[src/rtl/mesh_wormhole_arbiter.sv]
`default_nettype none
// +--------------------------------------------------------------------------+
// | mesh_wormhole_arbiter: per-output wormhole arbiter, RR + credit flow ctrl |
// | Rev 1.0                                                                  |
// +--------------------------------------------------------------------------+
module mesh_wormhole_arbiter #(
  parameter int N       = 5,
  parameter int M       = 5,
  parameter int CREDITS = 4
) (
  input  logic                                    clk,
  input  logic                                    reset,
  input  logic [N-1:0][M-1:0]                     i_output_req,
  input  logic [N-1:0]                            i_tail,
  input  logic [M-1:0]                            i_credit,
  output logic [M-1:0][N-1:0]                     o_output_grant,
  output logic [N-1:0]                            o_input_grant,
  output logic [M-1:0][$clog2(CREDITS+1)-1:0]     o_credit_cnt,
  output logic [M-1:0]                            o_locked,
  output logic                                    o_credit_err
);

  localparam int CW = $clog2(CREDITS + 1);
  localparam int PW = (N > 1) ? $clog2(N) : 1;

  typedef enum logic [0:0] {
    ST_IDLE   = 1'b0,
    ST_LOCKED = 1'b1
  } state_t;

  logic [N-1:0][M-1:0] w_req_masked;
  logic [M-1:0]        w_ovf;
  logic                err_q, err_d;

  // Each input may target only one output: keep its lowest-index request.
  always_comb begin
    w_req_masked = '0;
    for (int j = 0; j < N; j++) begin
      for (int i = M - 1; i >= 0; i--) begin
        if (i_output_req[j][i]) begin
          w_req_masked[j]    = '0;
          w_req_masked[j][i] = 1'b1;
        end
      end
    end
  end

  for (genvar i = 0; i < M; i++) begin : g_out
    state_t          state_q, state_d;
    logic [PW-1:0]   ptr_q, ptr_d;
    logic [PW-1:0]   owner_q, owner_d;
    logic [CW-1:0]   cnt_q, cnt_d;
    logic [N-1:0]    req;
    logic [N-1:0]    gnt;
    logic [PW-1:0]   gnt_idx;
    logic            gnt_any;
    logic            ovf;

    always_comb begin
      for (int j = 0; j < N; j++) begin
        req[j] = w_req_masked[j][i];
      end
    end

    always_comb begin
      int idx;
      idx     = 0;
      gnt     = '0;
      gnt_idx = '0;
      gnt_any = 1'b0;
      if (!reset && (cnt_q != '0)) begin
        if (state_q == ST_LOCKED) begin
          if (req[owner_q]) begin
            gnt_any = 1'b1;
            gnt_idx = owner_q;
          end
        end else begin
          // Descending scan so the last hit is the nearest one at/after ptr.
          for (int k = N - 1; k >= 0; k--) begin
            idx = int'(ptr_q) + k;
            if (idx >= N) idx -= N;
            if (req[idx]) begin
              gnt_any = 1'b1;
              gnt_idx = PW'(idx);
            end
          end
        end
      end
      if (gnt_any) gnt[gnt_idx] = 1'b1;
    end

    always_comb begin
      state_d = state_q;
      ptr_d   = ptr_q;
      owner_d = owner_q;
      cnt_d   = cnt_q;
      ovf     = 1'b0;
      if (gnt_any) begin
        if (i_tail[gnt_idx]) begin
          state_d = ST_IDLE;
          ptr_d   = (gnt_idx == PW'(N - 1)) ? '0 : gnt_idx + 1'b1;
        end else begin
          state_d = ST_LOCKED;
          owner_d = gnt_idx;
        end
      end
      if (gnt_any && !i_credit[i]) begin
        cnt_d = cnt_q - 1'b1;
      end else if (!gnt_any && i_credit[i]) begin
        if (cnt_q == CW'(CREDITS)) ovf = 1'b1;
        else                       cnt_d = cnt_q + 1'b1;
      end
    end

    always_ff @(posedge clk) begin
      if (reset) begin
        state_q <= ST_IDLE;
        ptr_q   <= '0;
        owner_q <= '0;
        cnt_q   <= CW'(CREDITS);
      end else begin
        state_q <= state_d;
        ptr_q   <= ptr_d;
        owner_q <= owner_d;
        cnt_q   <= cnt_d;
      end
    end

    assign o_output_grant[i] = gnt;
    assign o_credit_cnt[i]   = cnt_q;
    assign o_locked[i]       = (state_q == ST_LOCKED);
    assign w_ovf[i]          = ovf;
  end

  always_comb begin
    o_input_grant = '0;
    for (int i = 0; i < M; i++) begin
      o_input_grant = o_input_grant | o_output_grant[i];
    end
  end

  assign err_d = err_q | (|w_ovf);

  always_ff @(posedge clk) begin
    if (reset) err_q <= 1'b0;
    else       err_q <= err_d;
  end

  assign o_credit_err = err_q;

endmodule
`default_nettype wire
[config.mk]
export PLATFORM = sky130hd
export DESIGN_NAME = mesh_wormhole_arbiter
export DESIGN_NICKNAME = d
export VERILOG_FILES = /design/src/rtl/mesh_wormhole_arbiter.sv
export SDC_FILE = /design/constraint.sdc
export NUM_CORES = 1
export LEC_CHECK = 0
export ABC_AREA = 1
export CAP_MARGIN = 20
export CELL_PAD_IN_SITES_DETAIL_PLACEMENT = 1
export CELL_PAD_IN_SITES_GLOBAL_PLACEMENT = 1
export CORE_UTILIZATION = 44
export CTS_CLUSTER_DIAMETER = 40
export DETAILED_ROUTE_END_ITERATION = 10
export GPL_ROUTABILITY_DRIVEN = 0
export PLACE_DENSITY = 0.95
export SKIP_CTS_REPAIR_TIMING = 1
export SYNTH_ARGS = -nofsm -noshare
export SYNTH_HDL_FRONTEND = slang
export SYNTH_SLANG_ARGS = --single-unit
[constraint.sdc]
create_clock -name clk -period 9.8 [get_ports clk]
set_clock_uncertainty 0.1 [all_clocks]
set_input_delay 1.96 -clock clk [delete_from_list [all_inputs] [get_ports clk]]
set_output_delay 1.96 -clock clk [all_outputs]
set_load 0.01 [all_outputs]
==> run_results.csv, run 1 <==
group,metric,value,unit
routing,ant_nets,0,
sta,fin_crit,8.22,ns
yosys,synth_commonest_cells,"nand2_1 (426), inv_1 (217), nand3_1 (191)",
worst_hold_path,min_path_type,"reg -> reg",
global_route,grt_max_degree,26,
global_route,grt_pass1_wl,52400,um
cts,cts_inserted_buffers,5,
setup_path,critPathCaptureType,"output port",
global_route,grt_overflow_total,0,
setup_path,crit_required,7.74,ns
yosys,syn_avg_cell_area,5.83,um^2
routing,wire_per_inst,17.4,um
pwr,peakVddDrop,184,uV
floorplanning,initial_core_util,45.4,%
cts,clkSlewWorstSetupHoldPaths,0.08,ns
global_route,grtUsageMet3,4.17,%
cts,clkSinkCount,51,
sta,slew_headroom,48.5,%
setup_path,critPathKind,"in -> out",
yosys,async_flop_share,0,%
global_route,met1_usage,36.2,%
sta,timing.final.crit_share,83.9,%
yosys,synth_nets,1657,
cts,cts_max_level,2,
sta,fmax,0.122,GHz
sta,setup_violations,0,
placement,io_buffers,87,
global_route,use_met2,58.0,%
yosys,synthFlopType,"dfxtp_1",
setup_path,cp_cell_sequence,"clkdlybuf4s50_1 > nor2_1 > nand3_1 > o211ai_1 > o311ai_0 > nand2_1 > o21ai_0 > a21oi_1 > nand2_2 > inv_1 > nor2_1 > nor4_1 > o21ai_0 > clkdlybuf4s50_1",
floorplanning,core_area,0.0197,mm^2
layout,diodes,0,
yosys,ys_seq_elements,51,
global_route,antenna_found_initial,0,
routing,routed_wl,32500,um
yosys,yosysTopAreaCell,"nand2_1",
status,status,"complete, no violations",
yosys,synth-edff-count,0,
setup_path,critPathArrivalTime,6.16,ns
yosys,synth_top_cell_area_share,17.9,%
yosys,synthCells,1530,
placement,placedCellCount,1863,
routing,routed_via_density,5.61,
yosys,synth_area,0.00892,mm^2
routing,vias,10500,
pwr,power_density,401,mW/mm^2
sta,rsz0062_at_grt,"false",
yosys,yosysMostFrequentCell,"nand2_1",
cts,clk_latency,0.33,ns
sta,tns,0,ns
layout,final_core_util,51.5,%
yosys,synth_warnings,0,
setup_path,cpPeakStageDelay,0.57,ns
cts,cts_tree,"done",
floorplanning,ios,88,
layout,final_cell_area,0.0101,mm^2
sta,setup_slack,1.58,ns
layout,final_net_count,1732,
global_route,grt-busiest-layer,"met2",
global_route,grt_use_total,31.8,%
floorplanning,die_area,0.0208,mm^2
pwr,p_leak,5.24,nW
floorplanning,core.rowCount,51,
sta,tightestPinTransition,0.770,ns
flow_run,maxCapViolCount,0,
yosys,yosysSeqAreaShare,11.4,%
layout,finalNonFillerCells,1871,
global_route,grt_pass1_vias,10800,
placement,dp_slack,1.83,ns
setup_path,critPathLaunchType,"primary input",
sta,hold_violations,0,
placement,placed_area,0.00996,mm^2
yosys,synth.distinct_cells,58,
floorplanning,die_w,144,um
routing,drc,0,
placement,dp_hpwl,26100,um
sta,drv_slew,0,
setup_path,crit_fanout,7,
routing,firstDrtPassIters,4,
yosys,synthTopCellsByArea,"nand2_1 (18%), ha_1 (12%), dfxtp_1 (11%)",
pwr,power,4.05,mW
layout,syn_to_final_growth,13.4,%
cts,clockBufferDepth,2,
floorplanning,fp.dieH,144,um
cts,root_buffer,"clkbuf_16",
setup_path,critPathSlowestCell,"clkdlybuf4s50_1",
routing,initialDrtViolationCount,490,
layout,drive_gt1_share,9.22,%
sta,whs,0.387,ns
## power breakdown
group	internal, mW	switching, mW	leakage (nW)	total [mW]
sequential	0.281	0.124	0.419	0.405
clock	0.0983	0.108	0.0723	0.206
combinational	1.17	2.27	4.74	3.44
## state kept, by name, indices dropped and copies added, names as in the netlist
name           count
g_out.cnt_q       15
g_out.owner_q     15
g_out.ptr_q       15
g_out.state_q      5
o_credit_err       1
## layout make-up
cell class / count / area (um^2)
Clock buffer: 5 / 125
Clock inverter: 3 / 27.5
Fill cell: 2866 / 9540
Inverter: 239 / 901
Multi-Input combinational cell: 1219 / 6820
Sequential cell: 51 / 1020
Tap cell: 265 / 332
Timing Repair Buffer: 89 / 886
## routing by layer
layer | up-vias | part of all wire [%]
met1 | 5017 | 41
li1 | 5078 | -
met2 | 306 | 49
met3 | 89 | 5.6
met5 | - | 0
met4 | 0 | 4.2
## critical path, delay by kind of cell
kind                   cells  cell delay, ns
and+or+nand+nor            6            1.73
AOI/OAI and AO/OA          5            1.19
buffers and inverters      3            1.28
## path summary, 6_finish.rpt
check	startpoint	endpoint	slack, ns	depth (start not counted)
worst max-delay path	i_output_req[15]	o_input_grant[2]	1.58	14
worst min-delay path	g_out[0].owner_q[2]	g_out[0].owner_q[2]	0.39	2
worst max register to register	g_out[1].ptr_q[0]	g_out[1].cnt_q[2]	4.63	21
worst min register to register	g_out[0].owner_q[2]	g_out[0].owner_q[2]	0.39	2
## cells by family (layout without fill, tap and decap cells)
| group | Yosys count | count (layout) | share of synthesized area, % |
|---|---|---|---|
| xor gates and xnor gates | 28 | 28 | 3.51 |
| DFF | 51 | 51 | 11.4 |
| AOI/OAI and AO/OA | 190 | 190 | 12.6 |
| and+or+nand+nor | 911 | 911 | 47.4 |
| adders and majority gates | 90 | 90 | 13.0 |
| buffers and inverters | 260 | 336 | 12.1 |
## layout by cell type (no fill, tap or decap), types with 9 or more instances in the layout
cell type,n
a21oi_1,56
clkdlybuf4s50_1,87
dfxtp_1,51
ha_1,85
inv_1,217
inv_2,20
nand2_1,426
nand2_2,45
nand3_1,191
nand3_2,18
nand3b_1,9
nand4_1,27
nor2_1,142
nor3_1,10
o211ai_1,14
o21ai_0,65
o21ai_1,17
xor2_1,15
Power figures use the tool's default switching activity.
==> inputs of run 2 (changes only) <==
CORE_UTILIZATION = 37   (was 44)
PLACE_DENSITY = 0.87   (was 0.95)
clock period = 6.6 ns   (was 9.8 ns; I/O delays follow)
==> run 2 against run 1 <==
Via count decreased by 0.70%. Routed wire length shrank 0.89%. Critical path depth increased by 9. Cell area up 2.1%. Power up 48%. Core utilization shrank 7.6 points. Worst setup slack worse by 1.4 ns. Cell count up 3.8%. First-iteration DRC count grew 9.6%. Clock-buffer cell count grew 1.
==> run_results.csv, run 2 (synthesis results as in run 1) <==
group,metric,value,unit
status,status,"complete, no violations",
cts,clockBufferDepth,2,
sta,timing.final.crit_share,97.4,%
layout,drive_gt1_share,10.4,%
cts,clk_latency,0.31,ns
cts,cts_inserted_buffers,5,
floorplanning,fp.dieH,157,um
layout,largestRegisters,"g_out.cnt_q (15), g_out.owner_q (15), g_out.ptr_q (15)",
global_route,grt_use_total,26.5,%
routing,wire_per_inst,16.6,um
pwr,power.switching,3.66,mW
cts,cts_tree,"done",
layout,final_cell_area,0.0103,mm^2
layout,final_common_cell,"nand2_1",
placement,placed_area,0.0102,mm^2
sta,drv_slew,0,
setup_path,crit_fanout,7,
cts,root_buffer,"clkbuf_16",
setup_path,worstRegToRegCells,21,
routing,firstDrtPassIters,5,
pwr,power_density,582,mW/mm^2
pwr,power.clock.fraction,4.8,%
floorplanning,die_w,157,um
worst_hold_path,min_path_type,"reg -> reg",
pwr,power,6.01,mW
pwr,swShare,60.9,%
setup_path,critPathArrivalTime,5.01,ns
setup_path,critPathLaunchType,"primary input",
global_route,grt_pass1_vias,10500,
floorplanning,core_area,0.0235,mm^2
pwr,peakVddDrop,420,uV
sta,slew_headroom,57.6,%
layout,syn_to_final_growth,15.8,%
setup_path,crit_required,5.18,ns
routing,routed_wl,32300,um
sta,rsz0062_at_grt,"false",
layout,final_net_count,1750,
routing,ant_nets,0,
sta,setup_violations,0,
cts,clkSinkCount,51,
floorplanning,core.rowCount,56,
worst_hold_path,hold_path_depth,2,
placement,dp_slack,0.0791,ns
placement,dp_hpwl,26800,um
cts,cts_max_level,2,
floorplanning,die_area,0.0247,mm^2
sta,fin_crit,6.43,ns
sta,tns,0,ns
pwr,p_leak,5.33,nW
cts,clkSlewWorstSetupHoldPaths,0.07,ns
setup_path,critPathCaptureType,"output port",
sta,tightestPinTransition,0.630,ns
layout,diodes,0,
placement,io_buffers,87,
flow_run,maxCapViolCount,0,
sta,hold_violations,0,
routing,initialDrtViolationCount,537,
global_route,grt_max_degree,23,
global_route,antenna_found_initial,0,
layout,final_cell_mix,"nand2_1 (426), inv_1 (217), nand3_1 (190)",
layout,fill_cells,3317,
global_route,grt_pass1_wl,52100,um
setup_path,critPathKind,"in -> out",
sta,setup_slack,0.173,ns
floorplanning,initial_core_util,37.9,%
routing,drc,0,
pwr,seqPwrFrac,9.2,%
pwr,power.internal,2.35,mW
global_route,grt_overflow_total,0,
sta,fmax,0.156,GHz
floorplanning,ios,88,
routing,routed_via_density,5.36,
pwr,pwr-share-comb,85.9,%
routing,vias,10400,
==> run 2: cell types whose count changed in the layout (fill, tap and decap cells not counted) <==
cell	delta
nand3_2	+1
nand3_1	-1
clkinvlp_4	-1
nor2_1	-3
buf_4	+18
nor2_4	+1
nor2_2	+2
inv_8	-1
clkbuf_8	+1
==> run 2: area by class of cell <==
| class | instances | area, um^2 | area share, % |
|---|---|---|---|
| multi-input cells | 1219 | 6840 | 66.2 |
| flip-flops and latches | 51 | 1020 | 9.88 |
| repair buffers | 107 | 1020 | 9.88 |
| inverters | 239 | 901 | 8.72 |
| well taps | 319 | 399 | 3.86 |
| clock buffers | 6 | 139 | 1.34 |
| clock inverters | 1 | 8.76 | 0.0848 |
==> run 2: worst max-delay path: stages <==
cell and delay, ns:
clkdlybuf4s50_1 0.47, buf_4 0.20, nor2_1 0.41, inv_1 0.15, nand3_1 0.12, nand3_1 0.07
nand2_1 0.07, nand2_1 0.11, nand2_2 0.11, nand2_1 0.06, nand3_1 0.07, nand2_1 0.07
nand2_1 0.06, nand2_1 0.08, nand2_2 0.09, nand2_4 0.08, inv_2 0.10, nor2_2 0.05
inv_1 0.06, nor2_1 0.09, nor3_1 0.56, nand2_1 0.12, clkdlybuf4s50_1 0.51
==> run 2: final timing paths <==
| path | from | end | slack [ns] |
|---|---|---|---|
| max | i_output_req[5] | o_input_grant[1] | 0.17 |
| min | g_out[0].owner_q[2] | g_out[0].owner_q[2] | 0.40 |
| max reg2reg | g_out[4].ptr_q[0] | g_out[4].cnt_q[2] | 2.14 |
| min reg2reg | g_out[0].owner_q[2] | g_out[0].owner_q[2] | 0.40 |
==> run 2: through the flow <==
step / utilization, % / hold slack (ns) / instances
finish: 43.9 / 0.401 / 1942
global route: 43.9 / 0.422 / 1942
CTS: 43.8 / 0.396 / 1941
detailed placement: 43.1 / 0.385 / 1934
global placement: 43.1 / 0.355 / 1934
floorplan: - / 0.339 / 1530
==> run 2: routing by layer <==
| metal | vias to the layer above | GRT usage [%] | share of wire, % |
|---|---|---|---|
| met4 | 0 | 9.34 | 3.0 |
| met1 | 4961 | 32.7 | 44 |
| met3 | 66 | 4.10 | 5.9 |
| met2 | 274 | 46.4 | 47 |
| met5 | - | 0 | 0 |
| li1 | 5116 | - | - |
==> run 2: power groups by stage <==
stage	logic [mW]	clock network [mW]	registers [mW]
after floorplan	3.54	0	0.545
after CTS	5.13	0.294	0.555
after detailed placement	5.10	0	0.560
final	5.16	0.291	0.556
after global routing	5.72	0.306	0.576
after global placement	4.89	0	0.557
